==> src/rtl/rvcpu_pkg.sv <==
// rvcpu: shared pipeline types for the memory stage (widths, bus op/size enums, stage beats)
package rvcpu;
    localparam int Width = 32;
    typedef enum logic [1:0] {mem_none, mem_load, mem_store} mem_op_t;
    typedef enum logic [1:0] {sz_byte, sz_half, sz_word} mem_size_t;
    typedef enum logic [1:0] {IDLE, REQ, RSP} mem_state_t;
    typedef struct packed {
        mem_op_t          op;
        mem_size_t        size;
        logic             is_unsigned;
        logic [Width-1:0] wdata;
    } mem_req_t;
    typedef struct packed {
        logic [Width-1:0] pc;
        logic [4:0]       rd;
        logic             rd_valid;
        logic [Width-1:0] res;
    } stage_ex_t;
    typedef struct packed {
        logic [Width-1:0] pc;
        logic [4:0]       rd;
        logic             rd_valid;
        logic [Width-1:0] rd_data;
    } stage_mem_t;
endpackage

==> src/rtl/rv_lsu_align.sv <==
// rv_lsu_align: combinational byte-lane helper for the memory stage
// Ports: size/addr_lo/is_unsigned describe the access; wdata -> wdata_rep (lane replicated),
// rdata -> rdata_ext (extracted and extended), be = byte enables, misaligned = natural-alignment violation
module rv_lsu_align
    import rvcpu::*;
#(
    parameter int Width = rvcpu::Width
) (
    input  mem_size_t        size,
    input  logic [1:0]       addr_lo,
    input  logic             is_unsigned,
    input  logic [Width-1:0] wdata,
    input  logic [Width-1:0] rdata,
    output logic [3:0]       be,
    output logic [Width-1:0] wdata_rep,
    output logic [Width-1:0] rdata_ext,
    output logic             misaligned
);
    logic [7:0]  b;
    logic [15:0] h;
    // half lanes only look at addr_lo[1], so an unaligned half is silently aligned
    assign b = rdata[{addr_lo, 3'b000} +: 8];
    assign h = rdata[{addr_lo[1], 4'b0000} +: 16];
    always_comb begin
        be = size == sz_byte ? 4'b0001 << addr_lo :
             size == sz_half ? 4'b0011 << {addr_lo[1], 1'b0} : 4'b1111;
        wdata_rep = size == sz_byte ? {4{wdata[7:0]}} :
                    size == sz_half ? {2{wdata[15:0]}} : wdata;
        rdata_ext = size == sz_byte ? {{(Width-8){~is_unsigned & b[7]}}, b} :
                    size == sz_half ? {{(Width-16){~is_unsigned & h[15]}}, h} : rdata;
        misaligned = (size == sz_half && addr_lo[0]) || (size == sz_word && addr_lo != 2'b00);
    end
endmodule

==> src/rtl/rv_mem_stage.sv <==
// rv_mem_stage: pipeline memory stage, single-outstanding data bus, execute -> writeback
// Ports: ex_valid/ex_ready/ex_in/ex_mem = execute beat; dmem_* = data bus;
// mem_valid/mem_ready/mem_out/mem_fault = writeback beat. Macro RVCPU_MISALIGN_TRAP_EN
// turns misaligned half/word accesses into a faulting beat instead of a silently aligned access.
module rv_mem_stage
    import rvcpu::*;
#(
    parameter int Width = rvcpu::Width
) (
    input  logic             clk,
    input  logic             rst,
    input  logic             ex_valid,
    output logic             ex_ready,
    input  stage_ex_t        ex_in,
    input  mem_req_t         ex_mem,
    output logic             dmem_req,
    input  logic             dmem_gnt,
    output logic             dmem_we,
    output logic [Width-1:0] dmem_addr,
    output logic [3:0]       dmem_be,
    output logic [Width-1:0] dmem_wdata,
    input  logic             dmem_rvalid,
    input  logic [Width-1:0] dmem_rdata,
    output logic             mem_valid,
    input  logic             mem_ready,
    output stage_mem_t       mem_out,
    output logic             mem_fault
);
    mem_state_t       state, state_nx;
    mem_size_t        size_q, al_size;
    logic [Width-1:0] pc_q, wdata_rep, rdata_ext;
    logic [4:0]       rd_q;
    logic [3:0]       be;
    logic [1:0]       a_q, al_a;
    logic             rd_valid_q, uns_q, fault_q, accept, is_mem, trap, start;
    // in IDLE the helper sees the incoming beat, otherwise the latched access
    assign al_size = state == IDLE ? ex_mem.size : size_q;
    assign al_a = state == IDLE ? ex_in.res[1:0] : a_q;
    assign accept = ex_valid && ex_ready;
    assign is_mem = ex_mem.op != mem_none;
    assign start = accept && is_mem && !trap;
    assign mem_fault = fault_q;
`ifdef RVCPU_MISALIGN_TRAP_EN
    logic misaligned;
    assign trap = is_mem && misaligned;
`else
    assign trap = 1'b0;
`endif
    rv_lsu_align #(.Width(Width)) u_align (
        .size(al_size),
        .addr_lo(al_a),
        .is_unsigned(uns_q),
        .wdata(ex_mem.wdata),
        .rdata(dmem_rdata),
        .be(be),
        .wdata_rep(wdata_rep),
        .rdata_ext(rdata_ext),
`ifdef RVCPU_MISALIGN_TRAP_EN
        .misaligned(misaligned)
`else
        .misaligned()
`endif
    );
    always_ff @(posedge clk) begin
        if (rst) state <= IDLE;
        else state <= state_nx;
    end
    always_comb begin
        state_nx = state == IDLE ? (start ? REQ : IDLE) :
                   state == REQ ? (dmem_gnt ? (dmem_we ? IDLE : RSP) : REQ) :
                   (dmem_rvalid ? IDLE : RSP);
    end
    always_comb begin
        dmem_req = state == REQ;
        ex_ready = state == IDLE && (!mem_valid || mem_ready);
    end
    always_ff @(posedge clk) begin
        if (rst) begin
            pc_q       <= '0;
            rd_q       <= '0;
            rd_valid_q <= 1'b0;
            size_q     <= sz_byte;
            uns_q      <= 1'b0;
            a_q        <= '0;
            dmem_we    <= 1'b0;
            dmem_addr  <= '0;
            dmem_be    <= '0;
            dmem_wdata <= '0;
            mem_valid  <= 1'b0;
            mem_out    <= '0;
            fault_q    <= 1'b0;
        end else begin
            if (start) begin
                pc_q       <= ex_in.pc;
                rd_q       <= ex_in.rd;
                rd_valid_q <= ex_in.rd_valid;
                size_q     <= ex_mem.size;
                uns_q      <= ex_mem.is_unsigned;
                a_q        <= ex_in.res[1:0];
                dmem_we    <= ex_mem.op == mem_store;
                dmem_addr  <= {ex_in.res[Width-1:2], 2'b00};
                dmem_be    <= be;
                dmem_wdata <= wdata_rep;
            end
            // completions never collide: the accept rule kept the register empty or draining
            if (accept && (!is_mem || trap)) begin
                mem_valid <= 1'b1;
                mem_out   <= '{pc: ex_in.pc, rd: ex_in.rd, rd_valid: ex_in.rd_valid && !trap, rd_data: ex_in.res};
                fault_q   <= trap;
            end else if (state == REQ && dmem_gnt && dmem_we) begin
                mem_valid <= 1'b1;
                mem_out   <= '{pc: pc_q, rd: rd_q, rd_valid: 1'b0, rd_data: '0};
                fault_q   <= 1'b0;
            end else if (state == RSP && dmem_rvalid) begin
                mem_valid <= 1'b1;
                mem_out   <= '{pc: pc_q, rd: rd_q, rd_valid: rd_valid_q, rd_data: rdata_ext};
                fault_q   <= 1'b0;
            end else if (mem_ready) begin
                mem_valid <= 1'b0;
            end
        end
    end
endmodule

==> config.mk <==
export PLATFORM = sky130hd
export DESIGN_NAME = rv_mem_stage
export DESIGN_NICKNAME = d
export VERILOG_FILES = /design/src/rtl/rvcpu_pkg.sv /design/src/rtl/rv_lsu_align.sv /design/src/rtl/rv_mem_stage.sv
export SDC_FILE = /design/constraint.sdc
export NUM_CORES = 1
export LEC_CHECK = 0
export CAP_MARGIN = 20
export CORE_UTILIZATION = 40
export CTS_CLUSTER_DIAMETER = 150
export DETAILED_ROUTE_END_ITERATION = 6
export HOLD_SLACK_MARGIN = 0.08
export PLACE_DENSITY = 0.79
export RECOVER_POWER = 25
export SLEW_MARGIN = 40
export SYNTH_ARGS = -nofsm -noshare
export SYNTH_HDL_FRONTEND = slang
export SYNTH_SLANG_ARGS = --single-unit
==> constraint.sdc <==
create_clock -name clk -period 2.7 [get_ports clk]
set_input_delay 0.675 -clock clk [delete_from_list [all_inputs] [get_ports clk]]
set_output_delay 0.675 -clock clk [all_outputs]
set_load 0.01 [all_outputs]
==> impl_results.html, run 1 <==
<table>
<tr><th>Metric</th><th>Value</th></tr>
<tr><th colspan="2">Run</th></tr>
<tr><td>Max-capacitance violation count</td><td>0</td></tr>
<tr><th colspan="2">Yosys</th></tr>
<tr><td>Post-synthesis share of cell area spent on xor and xnor gates</td><td>0%</td></tr>
<tr><td>Library cells used by synthesis</td><td>51</td></tr>
<tr><td>Yosys warnings</td><td>0</td></tr>
<tr><td>Netlist area before placement</td><td>between 8000 and 9000 um^2</td></tr>
<tr><td>Largest family of logic cells by synthesized area</td><td>compound AO/OA/AOI/OAI gates</td></tr>
<tr><td>Post-synth EDFFs</td><td>0</td></tr>
<tr><td>Dominant cells by area after synthesis</td><td>sky130_fd_sc_hd__dfxtp_1, sky130_fd_sc_hd__nand2_1, sky130_fd_sc_hd__a21oi_1</td></tr>
<tr><td>Share of the yosys chip area belonging to registers</td><td>45.3%</td></tr>
<tr><td>Post-synthesis simple-gate area fraction</td><td>between 20% and 30%</td></tr>
<tr><td>Synth Register Bits</td><td>roughly 180</td></tr>
<tr><td>Most area-hungry cell type in the Yosys netlist</td><td>sky130_fd_sc_hd__dfxtp_1</td></tr>
<tr><td>Area share of the leading cell type in the synthesized netlist</td><td>45.3%</td></tr>
<tr><td>Mux share of post-synthesis cell area</td><td>1.86%</td></tr>
<tr><td>Area fraction in compound gates after synthesis</td><td>26.2%</td></tr>
<tr><td>Main synth FF type</td><td>sky130_fd_sc_hd__dfxtp_1</td></tr>
<tr><td>Cells after synthesis</td><td>1026</td></tr>
<tr><td>Area share of fa/ha/maj cells after synthesis</td><td>0%</td></tr>
<tr><td>Fraction of registers with async set/reset</td><td>0%</td></tr>
<tr><td>Mean area per synthesized cell</td><td>7.88 um^2</td></tr>
<tr><th colspan="2">Clock tree</th></tr>
<tr><td>TritonCTS Sinks</td><td>183</td></tr>
<tr><td>CTS clock-pin slew for the worst setup and hold paths</td><td>0.07 ns</td></tr>
<tr><td>TritonCTS clock tree</td><td>done</td></tr>
<tr><td>Clock buffer count from CTS</td><td>17</td></tr>
<tr><td>Maximum buffer depth of the clock tree</td><td>2</td></tr>
<tr><td>Clk_lat worst skew</td><td>roughly 0.43 ns</td></tr>
<tr><td>Number of buffers inserted for hold repair after clock tree synthesis</td><td>0</td></tr>
<tr><td>Cell at the root of the clock tree</td><td>sky130_fd_sc_hd__clkbuf_16</td></tr>
<tr><td>Level count of the clock H-tree</td><td>4</td></tr>
<tr><th colspan="2">Power</th></tr>
<tr><td>Peak supply drop</td><td>0.425 mV</td></tr>
<tr><td>Power after layout</td><td>7.50 mW</td></tr>
<tr><td>Cell leakage power</td><td>4.56 nW</td></tr>
<tr><td>Areal power density over the cells</td><td>617 nW/um^2</td></tr>
<tr><th colspan="2">Final layout</th></tr>
<tr><td>Area used by multi-input combinational logic</td><td>roughly 4000 um^2</td></tr>
<tr><td>Count of antenna diodes in the layout</td><td>0</td></tr>
<tr><td>Fin area</td><td>approximately 12000 um^2</td></tr>
<tr><td>FF+latch area</td><td>between 3000 and 4000 um^2</td></tr>
<tr><td>Most frequent cells in the layout</td><td>sky130_fd_sc_hd__nand2_1, sky130_fd_sc_hd__clkdlybuf4s50_1, sky130_fd_sc_hd__dfxtp_1</td></tr>
<tr><td>Ratio of cells with drive above 1 in the final layout</td><td>9.28%</td></tr>
<tr><td>Nets@finish</td><td>1436</td></tr>
<tr><td>Number of standard cells in the layout, taps in and fillers out</td><td>about 1600</td></tr>
<tr><td>Post-layout util</td><td>61.8%</td></tr>
<tr><td>P&amp;R area growth vs syn</td><td>50.2%</td></tr>
<tr><td>Most common cell after layout, fill and taps aside</td><td>sky130_fd_sc_hd__nand2_1</td></tr>
<tr><td>Fillers</td><td>around 1700</td></tr>
<tr><th colspan="2">Timing</th></tr>
<tr><td>Final worst path period share</td><td>98.3%</td></tr>
<tr><td>Setup repair after global routing missed its margin</td><td>no</td></tr>
<tr><td>Final hold viol count</td><td>0</td></tr>
<tr><td>Minimum period implied by the final worst setup slack</td><td>2.65 ns</td></tr>
<tr><td>Tightest hold margin</td><td>0.452 ns</td></tr>
<tr><td>Number of slew-limit violations in the final report</td><td>0</td></tr>
<tr><td>Final Worst Setup Slack</td><td>about 0.046 ns</td></tr>
<tr><td>Final setup TNS</td><td>0 ns</td></tr>
<tr><td>Achievable clock frequency</td><td>around 380 MHz</td></tr>
<tr><td>Actual transition at the worst max-transition pin</td><td>0.743 ns</td></tr>
<tr><td>Layout Skew</td><td>between 0.01 and 0.015 ns</td></tr>
<tr><td>Worst slew slack as a fraction of its limit</td><td>50.5%</td></tr>
<tr><td>Setup violation total in the final timing report</td><td>0</td></tr>
<tr><th colspan="2">Die</th></tr>
<tr><td>Die area</td><td>20800 um^2</td></tr>
<tr><td>Core region area</td><td>19700 um^2</td></tr>
<tr><td>Die Ht</td><td>roughly 140 um</td></tr>
<tr><td>Starting Density</td><td>41.1%</td></tr>
<tr><td>Die extent in x</td><td>144 um</td></tr>
<tr><td>Row Count</td><td>a little over 50</td></tr>
<tr><td>Total I/O pin count</td><td>288</td></tr>
<tr><th colspan="2">Global route</th></tr>
<tr><td>Global-route wire length before repair</td><td>42.7 mm</td></tr>
<tr><td>Via count of the first global-routing pass</td><td>8240</td></tr>
<tr><td>Total GRT Usage</td><td>26.6%</td></tr>
<tr><td>Number of antenna violations at the first check in global routing</td><td>0</td></tr>
<tr><td>Global route overflow</td><td>0</td></tr>
<tr><td>Largest net degree at the start of global routing</td><td>69</td></tr>
<tr><th colspan="2">Critical path</th></tr>
<tr><td>Buf/Inv on CP</td><td>1</td></tr>
<tr><td>Critical Path Fanout Max</td><td>8</td></tr>
<tr><td>Worst Setup Start Kind</td><td>input port</td></tr>
<tr><td>Critical path class</td><td>in2reg</td></tr>
<tr><td>Data required time at the worst endpoint</td><td>3.08 ns</td></tr>
<tr><td>Largest stage delay on the critical path</td><td>0.54 ns</td></tr>
<tr><td>Launch instance of the worst register-to-register path</td><td>state[1]</td></tr>
<tr><td>Reg2Reg Setup Slack</td><td>0.27 ns</td></tr>
<tr><td>Depth of the worst register-to-register path</td><td>7</td></tr>
<tr><td>Worst EP arrival</td><td>3.03 ns</td></tr>
<tr><td>Reg-to-reg endpoint</td><td>mem_out[13]</td></tr>
<tr><td>Worst path top cell family by delay</td><td>compound AO/OA/AOI/OAI gates</td></tr>
<tr><td>CP Capture Type</td><td>flop</td></tr>
<tr><td>Slowest cell on the critical path</td><td>sky130_fd_sc_hd__clkdlybuf4s50_1</td></tr>
<tr><td>Worst-path cell chain</td><td>clkdlybuf4s50_1 -&gt; or3b_1 -&gt; a21oi_1 -&gt; a221oi_2 -&gt; o31a_1 -&gt; a2111oi_0 -&gt; o22a_1</td></tr>
<tr><th colspan="2">Route</th></tr>
<tr><td>Met3 routed WL</td><td>2.35 mm</td></tr>
<tr><td>Pre-antenna DRT Iters</td><td>5</td></tr>
<tr><td>DRT antenna net count</td><td>0</td></tr>
<tr><td>Sum of met2 wire segment lengths after detailed routing</td><td>13.1 mm</td></tr>
<tr><td>Routed via count</td><td>between 8000 and 9000</td></tr>
<tr><td>Wire length on met1</td><td>11.1 mm</td></tr>
<tr><td>Per-cell routed wire length</td><td>17.7 um</td></tr>
<tr><td>First DRT Iteration DRCs</td><td>622</td></tr>
<tr><td>Routed wire length</td><td>about 28 mm</td></tr>
<tr><td>Drt drc</td><td>0</td></tr>
<tr><td>Routed via count divided by cell count</td><td>5.49</td></tr>
<tr><td>Top Layer Used</td><td>met4</td></tr>
<tr><th colspan="2">Hold path</th></tr>
<tr><td>Launch instance of the worst min-delay path</td><td>dmem_addr[8]</td></tr>
<tr><td>Terminating pin of the worst hold path</td><td>dmem_addr[8]</td></tr>
<tr><td>Hold Path Stages</td><td>2</td></tr>
<tr><td>Path category of the worst min-delay check</td><td>reg2reg</td></tr>
<tr><th colspan="2">Placement</th></tr>
<tr><td>Inst Count DP</td><td>1536</td></tr>
<tr><td>RD Place Congestion</td><td>0.916</td></tr>
<tr><td>DP HPWL</td><td>a little under 20 mm</td></tr>
<tr><td>Area after detailed placement</td><td>roughly 12000 um^2</td></tr>
<tr><td>Setup slack at placement</td><td>-0.338 ns</td></tr>
<tr><td>Total of buffers placed on input and output ports</td><td>approximately 280</td></tr>
<tr><th colspan="2">Run status</th></tr>
<tr><td>Status</td><td>complete, no violations</td></tr>
</table>
-- power breakdown --
group	leakage (nW)	internal, mW	switching (mW)	total, mW
Clock	0.294	1.51	1.15	2.66
Sequential	1.50	2.92	0.120	3.03
Combinational	2.77	0.879	0.923	1.80
Total	4.56	5.30	2.20	7.50
-- tightest hold or removal path: cells and delay by family, from the launching register on --
family | cells | cell delay [ns]
AO/OA/AOI/OAI | 1 | 0.05
AND/OR/NAND/NOR | 1 | 0.05
flip-flops | 1 | 0.31
-- worst max path at each step --
stage               cells after the start  startpoint     endpoint
floorplan                               7    ex_in[0]  mem_out[15]
global placement                        9    ex_in[0]  mem_out[18]
detailed placement                      7    ex_in[0]  mem_out[13]
CTS                                     3    state[1]     ex_ready
global route                            7    ex_in[0]  mem_out[10]
finish                                  7    ex_in[0]  mem_out[13]
-- cell families (layout without fill, tap and decap cells) --
family	after synthesis	count (layout)
simple gates	432	432
compound gates	295	295
flops	183	183
buf+inv	100	376
mux	15	15
other cells	1	3
-- layer usage --
layer / vias to the layer above / GRT usage, %
li1: 4128 / -
met1: 4030 / 30.7
met2: 376 / 44.4
met3: 83 / 6.85
met4: 0 / 15.6
met5: - / 0
-- Yosys cell counts, types with 7 or more instances --
master                        n
sky130_fd_sc_hd__and3_1      13
sky130_fd_sc_hd__dfxtp_1    183
sky130_fd_sc_hd__a222oi_1     7
sky130_fd_sc_hd__clkbuf_1    73
sky130_fd_sc_hd__a2111oi_0    7
sky130_fd_sc_hd__nand2_1    285
sky130_fd_sc_hd__a211oi_1    38
sky130_fd_sc_hd__o21ai_0     12
sky130_fd_sc_hd__mux2i_1     15
sky130_fd_sc_hd__o22a_1       7
sky130_fd_sc_hd__nor2_1     110
sky130_fd_sc_hd__o211ai_2     7
sky130_fd_sc_hd__a21oi_1    125
sky130_fd_sc_hd__a311oi_1    55
sky130_fd_sc_hd__a211oi_2    12
sky130_fd_sc_hd__o211ai_1     9
sky130_fd_sc_hd__buf_2       13
-- state kept, by name, indices dropped and copies added, names as in the netlist --
| signal | cells |
|---|---|
| a_q | 2 |
| dmem_be | 4 |
| size_q | 2 |
| rd_valid_q | 1 |
| dmem_we | 1 |
| rd_q | 5 |
| uns_q | 1 |
| dmem_wdata | 32 |
| pc_q | 32 |
| mem_valid | 1 |
| dmem_addr | 30 |
| mem_out | 70 |
| state | 2 |
-- layout make-up --
cell class,count,share of cell area [%]
Inverter,4,0.124
Tap cell,265,2.73
Sequential cell,183,30.2
Clock buffer,18,3.62
Timing Repair Buffer,340,28.5
Multi-Input combinational cell,745,33.3
Clock inverter,14,1.58
-- timing repair --
| item | in CTS | in global routing |
|---|---|---|
| gates resized for setup | 2 | 2 |
| gates cloned | 0 | 0 |
| endpoints found under the setup margin | 1 | 2 |
| hold endpoints to repair | 0 | 0 |
| setup buffers | 0 | 1 |
| pin swaps | 0 | 1 |
Power figures use the tool's default switching activity.
==> run 2, diff against run 1 <==
Settings changed: CAP_MARGIN 20 to unset.
==> results of run 2 <==
Same layout as run 1: the final DEF is identical, and so are final timing and power.
==> run 3, diff against run 2 <==
Settings changed: CAP_MARGIN set to 5.
==> results of run 3 <==
Same layout as run 1: the final DEF is identical, and so are final timing and power.
